`config.mk`:
```
export PLATFORM = sky130hd
export DESIGN_NAME = instr_loader
export DESIGN_NICKNAME = d
export VERILOG_FILES = /design/src/rtl/instr_loader.sv
export SDC_FILE = /design/constraint.sdc
export NUM_CORES = 1
export LEC_CHECK = 0
export ABC_AREA = 1
export CELL_PAD_IN_SITES_DETAIL_PLACEMENT = 0
export CELL_PAD_IN_SITES_GLOBAL_PLACEMENT = 1
export CORE_MARGIN = 2
export CORE_UTILIZATION = 25
export DETAILED_ROUTE_END_ITERATION = 16
export PLACE_DENSITY = 0.54
export RECOVER_POWER = 100
export SYNTH_ARGS = -nofsm -noshare
export SYNTH_HDL_FRONTEND = slang
export SYNTH_SLANG_ARGS = --single-unit
```
`constraint.sdc`:
```
create_clock -name clk -period 2.8 [get_ports clk]
set_clock_uncertainty 0.15 [all_clocks]
set_input_delay 0.28 -clock clk [delete_from_list [all_inputs] [get_ports clk]]
set_output_delay 0.28 -clock clk [all_outputs]
set_load 0.005 [all_outputs]
```
`src/rtl/instr_loader.sv`:
```
// Debug-unit instruction loader: assembles MSB-first UART bytes into 32-bit words
// and writes them into instruction memory until a sentinel word, overflow or timeout.
module instr_loader #(
    parameter int          MEM_DEPTH      = 32,
    parameter int          START_ADDR     = 0,
    parameter logic [31:0] END_WORD       = 32'hFFFF_FFFF,
    parameter int          TIMEOUT_CYCLES = 1000000
) (
    input  logic        clk,
    input  logic        rst,
    input  logic        start,
    input  logic [7:0]  rx_data,
    input  logic        rx_valid,
    output logic        wr_instruction,
    output logic [31:0] data_instruction,
    output logic [31:0] wr_addr,
    output logic [5:0]  words_loaded,
    output logic        busy,
    output logic        load_done,
    output logic        load_error
);
    localparam int            TW      = $clog2(TIMEOUT_CYCLES + 1);
    localparam logic [TW-1:0] TO_LAST = TW'(TIMEOUT_CYCLES - 1);

    typedef enum logic [2:0] {S_IDLE, S_RECV, S_WRITE, S_DONE, S_ERROR} state_t;

    state_t        r_state;
    logic [31:0]   r_acc;
    logic [1:0]    r_byte_cnt;
    logic [TW-1:0] r_to_cnt;
    logic          r_pend;

    logic [31:0] w_word;
    logic [31:0] w_cand;
    logic        w_last;
    logic        w_complete;
    logic        w_full;
    logic        w_idle;

    assign w_word     = {r_acc[23:0], rx_data};
    assign w_last     = rx_valid && (r_byte_cnt == 2'd3);
    // A word finished during WRITE sits in r_acc and is judged in the next RECV cycle
    assign w_cand     = r_pend ? r_acc : w_word;
    assign w_complete = (r_state == S_RECV) && (r_pend || w_last);
    assign w_full     = {26'd0, words_loaded} == 32'(MEM_DEPTH);
    assign w_idle     = (r_state == S_IDLE) || (r_state == S_DONE) || (r_state == S_ERROR);

    always_ff @(posedge clk or negedge rst) begin
        if (!rst) begin
            r_state          <= S_IDLE;
            r_acc            <= '0;
            r_byte_cnt       <= '0;
            r_to_cnt         <= '0;
            r_pend           <= 1'b0;
            wr_instruction   <= 1'b0;
            data_instruction <= '0;
            wr_addr          <= '0;
            words_loaded     <= '0;
            busy             <= 1'b0;
            load_done        <= 1'b0;
            load_error       <= 1'b0;
        end else begin
            wr_instruction <= 1'b0;
            if (w_idle) begin
                if (start) begin
                    r_state      <= S_RECV;
                    r_acc        <= '0;
                    r_byte_cnt   <= '0;
                    r_to_cnt     <= '0;
                    r_pend       <= 1'b0;
                    wr_addr      <= 32'(START_ADDR);
                    words_loaded <= '0;
                    busy         <= 1'b1;
                    load_done    <= 1'b0;
                    load_error   <= 1'b0;
                end
            end else begin
                if (rx_valid) begin
                    r_acc      <= w_word;
                    r_byte_cnt <= r_byte_cnt + 2'd1;
                end
                // Timeout only guards the gap inside a partially assembled word
                if (rx_valid || r_byte_cnt == 2'd0)
                    r_to_cnt <= '0;
                else if (r_state == S_RECV)
                    r_to_cnt <= r_to_cnt + 1'b1;

                if (r_state == S_WRITE) begin
                    wr_addr      <= wr_addr + 32'd1;
                    words_loaded <= words_loaded + 6'd1;
                    r_state      <= S_RECV;
                    if (w_last)
                        r_pend <= 1'b1;
                end else if (w_complete) begin
                    r_pend <= 1'b0;
                    if (w_cand == END_WORD) begin
                        r_state   <= S_DONE;
                        load_done <= 1'b1;
                        busy      <= 1'b0;
                    end else if (w_full) begin
                        r_state    <= S_ERROR;
                        load_error <= 1'b1;
                        busy       <= 1'b0;
                    end else begin
                        data_instruction <= w_cand;
                        wr_instruction   <= 1'b1;
                        r_state          <= S_WRITE;
                    end
                end else if (!rx_valid && r_byte_cnt != 2'd0 && r_to_cnt == TO_LAST) begin
                    r_state    <= S_ERROR;
                    load_error <= 1'b1;
                    busy       <= 1'b0;
                end
            end
        end
    end
endmodule

```
# == Word level (Yosys, flattened, before mapping) ==
# Index checks and enable logic that the tools add are counted.
# totals
word_cells,113
input_bits,12
output_inout_bits,74
romBits,0
latch_bits,0
ram_bits,0
n_memories,0
reg_bits,132
# op_classes
bitwise_logic,4
n_reduce_logical,29
mul,0
shift,0
eq_ne,14
n_div,0
n_mux,50
add_sub_neg,4
n_lt_le_gt_ge,0
# op_table
cell,count
2-to-1 mux 32 bit,6
2-to-1 mux 20 bit,4
adder 32 x 1 -> 32 bit (second input constant),1
== test 32 bit (second input constant),1
2-to-1 mux 1 bit,27
2-to-1 mux 3 bit,7
adder 20 x 1 -> 20 bit (second input constant),1
== test 20 bit (second input constant),1
2-to-1 mux 6 bit,3
AND reduction 5 bit,2
nonzero test 2 bit,5
nonzero test 3 bit,3
AND reduction 2 bit,4
AND reduction 4 bit,2
adder 6 x 1 -> 6 bit (second input constant),1
== test 3 x 2 -> 1 bit (second input constant),2
== test 6 bit (second input constant),1
2-to-1 mux 2 bit,3
!= test 3 bit (second input constant),2
logical AND 1 bit,4
logical OR 1 bit,4
!= test 2 bit (second input constant),2
!= test 4 x 1 -> 1 bit (second input constant),1
NOT 1 bit,4
other kinds (10),10

# == Logic depth before layout (Yosys ltp) ==
# logic_depth
ltp_word,7
ltp_mapped,14
mapped_depth_nobuf,12

# == Worst setup path before layout ==
# Ideal clock, no wire load.
# synth_timing
path_kind,flip-flop to flip-flop
from,register r_byte_cnt[0]
to,register r_to_cnt[9]
path_buffers,0
slack_ps,868
arrival_ps,1662
t_required_ps,2530
path_stages_with_launch,11
path_cell_list,dfrtp_1 -> inv_1 -> ha_1 -> nor2_1 -> inv_1 -> o21ai_0 -> nand2_2 -> inv_1 -> nor2_1 -> o21ai_0 -> nor2_1
# synth_between
elab_chain_cells,4
elab_cells_between_ends,6
classes_between,mux (2); reduce/logical (4)
# synth_rtl
element,line_no,text
from (decl),29,logic [1:0] r_byte_cnt;
from (signal assigned),80,r_byte_cnt <= r_byte_cnt + 2'd1;
logical NOT 2 bit *,83,if (rx_valid || r_byte_cnt == 2'd0)
logical OR 1 bit *,83,
nonzero test 3 bit (no source line) / 2-to-1 mux 20 bit (equally long branches),n/a,
AND reduction 2 bit (no source line) / 2-to-1 mux 20 bit (equally long branches),n/a,
to (signal assigned),86,r_to_cnt <= r_to_cnt + 1'b1;
to (decl),30,logic [TW-1:0] r_to_cnt;
# Every way passes the cells marked *; elsewhere a longest branch is shown, timed or not.
# A chain may end at the register's enable or synchronous reset.

# == Final worst setup path ==
# layout_timing
from,register r_state[1]
to,register wr_addr[28]
# layout_between
elab_chain_cells,5
elab_cells_between_ends,10
classes_between,eq/ne (4); mux (1); reduce/logical (5)
# layout_rtl
element,line_no,text
from (decl),27,state_t r_state;
from (signal assigned),50,r_state <= S_IDLE;
from (signal assigned),66,r_state <= S_RECV;
from (signal assigned),91,r_state <= S_RECV;
== test 3 x 2 -> 1 bit / logical NOT 3 bit (equally long branches),46,assign w_idle = (r_state == S_IDLE) || (r_state == S_DONE) || (r_state == S_ERROR);
logical OR 1 bit (2 in series),46,
!= test 2 bit (no source line) / nonzero test 2 bit (equally long branches),n/a,
AND reduction 2 bit (no source line),n/a,
to (signal assigned),71,wr_addr <= 32'(START_ADDR);
to (signal assigned),89,wr_addr <= wr_addr + 32'd1;
to (decl),16,"output logic [31:0] wr_addr,"
# Parallel ways exist; a longest one is shown, timed or not.

==> flow_summary.toml <==
[finish]
drive_above_1_share_pct = 5.79
fill_cells = 3063
register_area_sq_um = 3300
final_area_sq_um = 8900
antenna_cells = 0
finalNetCount = 1076
fin_util_pct = 32.3
syn2layout_area_growth_pct = 28.2
multi_input_comb_area_sq_um = 3060

[yosys]
ys_ff_latch = 132
ys_warn_count = 0
yosysUniqueCellTypes = 33
synth_nets = 971
synth_mux_area_share_pct = 0
synth.top_cell.area_share_pct = 47.6
async_flop_share_pct = 100
synth_compound_area_share_pct = 9.28
synth_top_family_by_area = "simple AND/OR/NAND/NOR gates"
yosys-top-cells-area = "dfrtp_1 48%, nand2_1 19%, inv_1 5.6%"
avgSynthCellArea_sq_um = 7.29
synth_edf_count = 0
yosys.area.top_type = "dfrtp_1"
synthesis.area_sq_um = 6940
synth_xor_area_share_pct = 1.26
synth-seq-area-share_pct = 47.6
netlist_instances = 953
synthAdderAreaFrac_pct = 1.08
yosys_most_used_dff = "dfrtp_1"
yosys.area_share.simple_pct = 32.4

[clock_network]
postCtsSetupBuffers = 0
clkLatencyLatePin_ns = 0.43
clkTransAtPathRegs_ns = 0.07
ctsHoldBuffers = 1
cts_sinks = 132
htreeDepth = 4
numCtsBuffers = 17
root_buffer = "clkbuf_16"
clk_path_buf_depth = 2
cts_resized = 0
cts_tree = "done"

[grt]
grt_pass1_wl_mm = 36.1
track_usage_pct = 16.0
grt_antenna_before_repair = 0
first_global_vias = 6477
grt_max_degree = 54
grt_overflow = 0

[sta]
worst_slew_pin_slew_ns = 1.01
finalSetupTns_ns = 0
finalHoldViolCount = 0
timing.final.crit_share_pct = 89.1
finalSetupViolCount = 0
fmax_mhz = 401
rsz0062_at_grt = "no"
slew_headroom_pct = 32.4
layout_min_cycle_time_ns = 2.50
fin_ws_ns = 0.305
finalMaxSlewViolations = 0

[worst_setup_path]
path_class = "reg -> reg"
critPathLaunchType = "flip-flop"
critPathLaunch = "r_state[1]"
crit_fanout = 16
crit_path_end_kind = "flip-flop"
r2r-start = "r_state[1]"
worstPathArrival_ns = 2.68
crit_required_ns = 2.99

[placement]
hpwl_mm = 15.9
io_buffer_count = 85
place.gp.congestion = 0.783
place_area_sq_um = 8330
dpl_worst_slack_ns = 0.199

[detailed_routing]
drc = 0
first_iter_violations = 444
drt-met1-wl_mm = 11.5
dr.pass1.iters = 6
vias = 6345
met3WireLength_um = 864
wl_per_cell_um = 15.2
vias_per_cell = 4.38
top_layer_used = "met4"
routed_wl_mm = 22.0
met2_wirelength_mm = 9.46
ant_nets = 0

[pwr]
power_density_nw_per_um2 = 824
power.leakage_nw = 4.18
total_power_mw = 7.34
worst_ir_drop_vdd_mv = 0.337

[die]
io_pins = 86
core_sq_um = 27600
initial_core_util_pct = 25.2
row_count = 61
die_y_um = 171
die_w_um = 171
die_area_sq_um = 29100

[job]
max-cap-violations = 0

[worst_hold_path]
hp-class = "in -> reg"
min-delay-start = "rx_data[5]"

[status]
run_status = "complete, no violations"
through the flow:
step | hold slack, ns | instances
2_1_floorplan | -0.166 | 953
3_3_place_gp | 0.0687 | 1416
3_5_place_dp | 0.0753 | 1416
4_1_cts | 0.180 | 1449
5_1_grt | 0.319 | 1449
6_report | 0.295 | 1449
cell usage after synthesis (2+ instances only):
master	count
nand2_1	346
dfrtp_1	132
inv_1	104
nor2_1	98
o21ai_0	59
nand3_1	53
nor3_1	25
a21oi_1	22
o22ai_1	21
nand4_1	20
buf_2	13
xor2_1	10
ha_1	6
o21ai_1	6
buf_6	5
clkbuf_1	5
buf_4	4
a31oi_1	3
clkinv_1	3
nor2_2	3
nand2_2	2
o21bai_1	2
logic make-up after synthesis:
| logic type | after synthesis |
|---|---|
| adder cells (fa/ha/maj) | 6 |
| flip-flops | 132 |
| AO/OA/AOI/OAI | 118 |
| XOR/XNOR | 10 |
| buffers and inverters | 136 |
| AND/OR/NAND/NOR | 551 |
registers in the layout, summed over array words and instances (netlist names):
name and count:
r_to_cnt 20, busy 1, wr_instruction 1, r_state 3, r_byte_cnt 2, load_error 1
r_pend 1, wr_addr 32, load_done 1, data_instruction 32, r_acc 32, words_loaded 6
cells in the final DEF, fill, tap and decap left out, drive strengths merged:
cell type        n
nand4           20
clkinv           5
dlygate4sd3     75
nor3b            1
nand3b           1
o22ai           21
buf             18
inv            115
a22o             1
nand3           54
dfrtp          132
xor2            10
a21oi           23
a2bb2oi          1
nor2           101
nor3            25
o21bai           2
clkbuf          27
o21ai           65
o21a             1
and2             1
clkdlybuf4s50   10
ha               6
a31oi            3
clkinvlp         2
a32o             1
nand2          348
bufinv           2
path summary, 6_finish.rpt:
path	endpoint	slack, ns	cells past startpoint
max in group asynchronous	r_acc[0]	0.68	3
min in group asynchronous	data_instruction[18]	0.41	2
worst min-delay path	r_acc[5]	0.29	3
worst min register to register	load_error	0.32	2
worst max register to register	wr_addr[28]	0.30	9
worst max-delay path	wr_addr[28]	0.30	9
worst max-delay path, stage by stage (launching register included):
cell and delay [ns]:
dfrtp_1 0.42, nand2_1 0.08, o21ai_0 0.12, nor2_2 0.30, nand2_1 0.12, nand2_1 0.29, buf_4 0.29, clkbuf_1 0.41
nand4_1 0.14, o21ai_0 0.09
per-layer routing:
layer	vias up	GRT usage, %
li1	3264	-
met1	2968	23.5
met2	101	24.1
met3	12	3.08
met4	0	3.90
met5	-	0
where the power goes:
group / leakage (nW) / internal (mW) / switching [mW]
Sequential: 1.79 / 2.36 / 0.300
Clock: 0.297 / 1.36 / 1.01
Combinational: 2.10 / 0.842 / 1.45
Total: 4.18 / 4.57 / 2.77
final cells by class:
type	instances	share of cell area (%)
clock buffer	17	4.78
clock inverter	15	2.11
inverter	109	4.62
multi-input combinational	685	34.3
sequential	132	37.1
tap	378	5.31
timing repair buffer	113	11.7
Power figures use the tool's default switching activity.
